--- src/rtl/key_input_conditioner.sv ---
//------------------------------------------------------------------------------
// key_input_conditioner
//
// Cleans up the raw DIP switches and push-buttons that drive the LED PWM
// breathing stage. Every channel is passed through a two-flop synchronizer
// and a counter-based debouncer. The block produces clean levels and
// single-cycle rise/fall pulses. Two of the channels step a saturating 3-bit
// speed-select register.
//
// Parameters:
//   CH         number of input channels
//   DB_CYCLES  stable cycles at the synchronizer output before a level change
//              is accepted (must be >= 2)
//   CNT_W      debounce counter width (2**CNT_W >= DB_CYCLES)
//   EN_CH      channel forwarded to pwm_en
//   UP_CH      channel whose rising edge increments speed
//   DN_CH      channel whose rising edge decrements speed
//   SPEED_RST  reset value of speed
//
// Ports:
//   clk     in   1   system clock, rising edge
//   rst     in   1   synchronous reset, active low
//   raw_in  in   CH  asynchronous switch/button inputs, active high
//   level   out  CH  debounced level per channel
//   rise    out  CH  one-cycle pulse when level goes 0->1
//   fall    out  CH  one-cycle pulse when level goes 1->0
//   pwm_en  out  1   level[EN_CH]
//   speed   out  3   saturating speed select, 0..7
//------------------------------------------------------------------------------
module key_input_conditioner #(
   parameter int CH        = 4,
   parameter int DB_CYCLES = 1000000,
   parameter int CNT_W     = 20,
   parameter int EN_CH     = 0,
   parameter int UP_CH     = 1,
   parameter int DN_CH     = 2,
   parameter int SPEED_RST = 3
) (
   input  logic          clk,
   input  logic          rst,
   input  logic [CH-1:0] raw_in,
   output logic [CH-1:0] level,
   output logic [CH-1:0] rise,
   output logic [CH-1:0] fall,
   output logic          pwm_en,
   output logic [2:0]    speed
);

   localparam logic [CNT_W-1:0] CNT_MAX    = CNT_W'(DB_CYCLES - 1);
   localparam logic [CNT_W-1:0] CNT_ONE    = CNT_W'(1);
   localparam logic [2:0]       SPEED_INIT = 3'(SPEED_RST);

   //---------------------------------------------------------------------------
   // Per-channel synchronizer and debouncer
   //---------------------------------------------------------------------------
   genvar gi;
   generate
      for (gi = 0; gi < CH; gi++) begin : g_ch
         logic             s1_reg;
         logic             s2_reg;
         logic [CNT_W-1:0] cnt_reg;
         logic [CNT_W-1:0] cnt_next;
         logic             level_reg;
         logic             level_next;
         logic             rise_reg;
         logic             rise_next;
         logic             fall_reg;
         logic             fall_next;

         // The counter measures how long s2 has disagreed with the accepted
         // level. Any agreement clears it, so a glitch must not only end
         // but also leaves no partial credit behind for the next one.
         always_comb begin
            cnt_next   = '0;
            level_next = level_reg;
            rise_next  = 1'b0;
            fall_next  = 1'b0;
            if (s2_reg != level_reg) begin
               if (cnt_reg >= CNT_MAX) begin
                  // The mismatch has lasted the full debounce period. Accept
                  // it, and flag the direction of the change.
                  level_next = s2_reg;
                  rise_next  = s2_reg;
                  fall_next  = ~s2_reg;
               end else begin
                  cnt_next = cnt_reg + CNT_ONE;
               end
            end
         end

         always_ff @(posedge clk) begin
            if (!rst) begin
               s1_reg    <= 1'b0;
               s2_reg    <= 1'b0;
               cnt_reg   <= '0;
               level_reg <= 1'b0;
               rise_reg  <= 1'b0;
               fall_reg  <= 1'b0;
            end else begin
               s1_reg    <= raw_in[gi];
               s2_reg    <= s1_reg;
               cnt_reg   <= cnt_next;
               level_reg <= level_next;
               rise_reg  <= rise_next;
               fall_reg  <= fall_next;
            end
         end

         assign level[gi] = level_reg;
         assign rise[gi]  = rise_reg;
         assign fall[gi]  = fall_reg;
      end
   endgenerate

   //---------------------------------------------------------------------------
   // Speed select. It is driven from the registered rise pulses, so it moves
   // one edge after the pulse becomes visible. Up and down on the same cycle
   // cancel each other out.
   //---------------------------------------------------------------------------
   logic [2:0] speed_reg;
   logic [2:0] speed_next;
   logic       step_up;
   logic       step_dn;

   assign step_up = rise[UP_CH];
   assign step_dn = rise[DN_CH];

   always_comb begin
      speed_next = speed_reg;
      case ({step_up, step_dn})
         2'b10:   if (speed_reg != 3'd7) speed_next = speed_reg + 3'd1;
         2'b01:   if (speed_reg != 3'd0) speed_next = speed_reg - 3'd1;
         default: speed_next = speed_reg;
      endcase
   end

   always_ff @(posedge clk) begin
      if (!rst) begin
         speed_reg <= SPEED_INIT;
      end else begin
         speed_reg <= speed_next;
      end
   end

   assign speed  = speed_reg;
   assign pwm_en = level[EN_CH];

endmodule

--- config.mk ---
export PLATFORM = sky130hd
export DESIGN_NAME = key_input_conditioner
export DESIGN_NICKNAME = d
export VERILOG_FILES = /design/src/rtl/key_input_conditioner.sv
export SDC_FILE = /design/constraint.sdc
export NUM_CORES = 1
export LEC_CHECK = 0
export BUFFER_PORTS_ARGS = -buffer_cell sky130_fd_sc_hd__buf_4
export CORE_MARGIN = 2
export CORE_UTILIZATION = 50
export DETAILED_ROUTE_END_ITERATION = 16
export PLACE_DENSITY = 0.67
export SLEW_MARGIN = 20
export SYNTH_ARGS = -nofsm -noshare
export SYNTH_HDL_FRONTEND = slang
export SYNTH_SLANG_ARGS = --single-unit
export TNS_END_PERCENT = 100
--- constraint.sdc ---
create_clock -name clk -period 3.2 [get_ports clk]
set_input_delay 0.48 -clock clk [delete_from_list [all_inputs] [get_ports clk]]
set_output_delay 0.48 -clock clk [all_outputs]
set_load 0.02 [all_outputs]
==> results.py <==
metrics = {
    "placed_design": {
        "hpwl_um": 5880,
        "place_ws_ns": 1.11,
        "port-buffer-count": 21,
        "place_congestion": 0.815,
    },
    "critical_path": {
        "reg2reg_from": "g_ch[3].cnt_reg[0]$_SDFF_PP0_",
        "ff2ff_path_depth": 6,
        "worstReg2RegEnd": "g_ch[3].rise_reg$_SDFF_PN0_",
        "cp_max_fo": 13,
        "required_ns": 3.52,
        "worstSetupPathType": "flip-flop to flip-flop",
        "crit_arrival_ns": 2.43,
        "reg2reg_slack_ns": 1.09,
        "startpoint_type": "flip-flop",
        "crit_path_end_kind": "flip-flop",
    },
    "timing": {
        "fin_crit_ns": 2.11,
        "fin_skew_ns": 0.00823,
        "setup_slack_ns": 1.09,
        "setup_tns_ns": 0,
        "rsz0062_at_grt": "false",
        "setup_viol": 0,
        "relSlewSlack": 0.461,
        "finalHoldViolCount": 0,
        "worstMarginPinSlew_ns": 0.806,
        "fin_crit_sh": 0.658,
        "slew_violations": 0,
        "fmax_mhz": 475,
    },
    "floorplan": {
        "start_util": 0.522,
        "dieHeight_um": 99.9,
        "rows": 34,
        "die_w_um": 99.9,
        "die_area_um2": 9980,
        "pin_count": 22,
        "core_um2": 8810,
    },
    "layout": {
        "register_area_um2": 2060,
        "drive_gt1_frac": 0.0918,
        "largest_reg_flops": 80,
        "diodes": 0,
        "area_growth_pct": 7.05,
        "nets": 531,
        "multi_input_area_um2": 2290,
        "n_fill_cell": 815,
    },
    "synth": {
        "avgSynthCellArea_um2": 9.00,
        "ys_seq_area_frac": 0.448,
        "synth_warnings": 0,
        "synth-main-ff-cell": "dfxtp_1",
        "synth_area_um2": 4600,
        "async_flop_share": 0,
        "postSynthCellCount": 511,
        "yosysUniqueCellTypes": 47,
        "synth_edf_count": 0,
        "ys_ff_latch": 103,
        "synth_nets": 524,
    },
    "hold_path": {
        "whs_endpoint": "g_ch[1].s1_reg$_SDFF_PN0_",
        "hold_path.class": "primary input to flip-flop",
        "min_path_cells": 2,
        "worstHoldStart": "raw_in[1]",
    },
    "route": {
        "wl_um": 8450,
        "final_antenna_net_count": 0,
        "drt-initial-drc-count": 82,
        "vias": 3501,
        "wl_per_cell_um": 13.4,
        "drcViolationCount": 0,
        "first_pass_iters": 4,
        "vias_per_cell": 5.55,
    },
    "grt": {
        "grt_pass1_vias": 3317,
        "grt_overflow": 0,
        "grt_usage": 0.179,
        "antenna_found_initial": 0,
        "grt_pass1_wl_um": 14600,
        "grt_max_degree": 31,
    },
    "power_and_ir_drop": {
        "p_comb_frac": 0.013,
        "power_density_nw_per_um2": 426,
        "p_sw_frac": 0.238,
        "p_leak_nw": 1.59,
        "p_clk_frac": 0.372,
        "switchingPower_mw": 0.500,
        "ir_drop_v": 0.000172,
        "power_frac_seq": 0.615,
        "internal_power_mw": 1.60,
        "finalPower_mw": 2.10,
    },
    "clocking": {
        "cts_buffers": 9,
        "root_buffer": "clkbuf_8",
        "cts_setup_buffers": 0,
        "clk_pin_slew_ns": 0.11,
        "hold_buffers": 0,
        "post_cts_resized": 0,
        "clkLatencyLatePin_ns": 0.37,
        "cts.sinks": 103,
        "ctsHtreeMaxLevel": 3,
        "cts.path.max_buffers": 2,
        "tritoncts": "built",
    },
    "flow_run": {
        "cap_viol_max_count": 0,
    },
    "outcome": {
        "outcome": "finished clean",
    },
}
## stage by stage
stage / utilization / area [um^2] / hold WS (ns) / std cells
after detailed placement: 0.538 / 4730 / 0.424 / 615
after floorplan: - / 4600 / 0.412 / 511
after global placement: 0.538 / 4730 / 0.415 / 615
after global routing: 0.559 / 4920 / 0.300 / 631
after CTS: 0.559 / 4920 / 0.295 / 631
final: 0.559 / 4920 / 0.308 / 631
## cell type report
| type | instances | area share |
|---|---|---|
| inverters | 22 | 0.0168 |
| flip-flops and latches | 103 | 0.419 |
| repair buffers | 22 | 0.0335 |
| clock inverters | 7 | 0.0132 |
| multi-input cells | 360 | 0.465 |
| well taps | 108 | 0.0274 |
| clock buffers | 9 | 0.0252 |
## power by group through the flow
stage	Clock, mW	Combinational [mW]	Sequential, mW
after global routing	0.859	0.0305	1.29
after CTS	0.810	0.0279	1.29
after detailed placement	0	0.0276	1.32
after global placement	0	0.0269	1.32
final	0.780	0.0272	1.29
after floorplan	0	0.0198	1.32
## per-layer routing
metal / GRT usage / up-vias / share of wire
li1: - / 1814 / -
met1: 0.226 / 1646 / 0.50
met2: 0.296 / 33 / 0.46
met3: 0.0432 / 8 / 0.029
met4: 0.0717 / 0 / 0.014
met5: 0 / - / 0
## cells in the final DEF (no fill, tap or decap), types with 11 or more instances in the layout
master / instances
nor3_1: 28
nand4_1: 17
inv_1: 22
a21oi_1: 13
nand3_1: 27
and2_1: 12
dfxtp_1: 103
xnor2_1: 41
or4_1: 11
nor4_1: 15
nor2_1: 50
or3_1: 16
nand2_1: 32
buf_4: 22
xor2_1: 18
## critical path: stages (launching register included)
cell and delay (ns):
dfxtp_1 0.38, ha_1 0.24, nand2_1 0.09, o211a_1 0.23, o21ai_1 0.60, buf_4 0.32
and4b_1 0.20
## synthesized netlist by cell type, drive strengths merged, types with 2 or more instances
master	instances	area share
a211oi	4	0.0065
a21oi	13	0.014
a311oi	2	0.0038
a31o	3	0.0057
a41oi	2	0.0038
and2	12	0.016
and3	10	0.014
and4	5	0.0095
and4b	2	0.0044
buf	17	0.029
clkbuf	9	0.0073
dfxtp	103	0.45
ha	6	0.016
inv	22	0.018
mux2i	4	0.0087
nand2	32	0.026
nand3	27	0.029
nand4	17	0.023
nor2	50	0.041
nor3	28	0.030
nor3b	2	0.0033
nor4	15	0.020
nor4bb	4	0.0087
o211a	2	0.0044
o211ai	6	0.012
o21a	2	0.0033
o21ai	9	0.0098
o31ai	5	0.0082
or2	3	0.0041
or3	16	0.022
or4	11	0.018
xnor2	41	0.078
xor2	18	0.034
## worst max-delay path by stage
stage                                   from                        endpoint  slack, ns  cells after the start
6_report       g_ch[3].cnt_reg[0]$_SDFF_PP0_     g_ch[3].rise_reg$_SDFF_PN0_       1.09                      6
3_5_place_dp   g_ch[3].cnt_reg[0]$_SDFF_PP0_     g_ch[3].rise_reg$_SDFF_PN0_       1.11                      6
2_1_floorplan  g_ch[1].cnt_reg[0]$_SDFF_PP0_  g_ch[1].cnt_reg[18]$_SDFF_PP0_       1.35                      5
3_3_place_gp   g_ch[3].cnt_reg[0]$_SDFF_PP0_     g_ch[3].rise_reg$_SDFF_PN0_       1.13                      6
4_1_cts        g_ch[3].cnt_reg[0]$_SDFF_PP0_     g_ch[3].rise_reg$_SDFF_PN0_       1.08                      6
5_1_grt        g_ch[3].cnt_reg[0]$_SDFF_PP0_     g_ch[3].rise_reg$_SDFF_PN0_       0.91                      6
## kinds of logic after synthesis
kind of cell	share of synthesized area
AND/OR/NAND/NOR	0.275
flip-flops	0.448
XOR/XNOR	0.112
AO/OA/AOI/OAI	0.0808
buffers and inverters	0.0539
adder cells (fa/ha/maj)	0.0207
multiplexers	0.00871
Power figures use the tool's default switching activity.
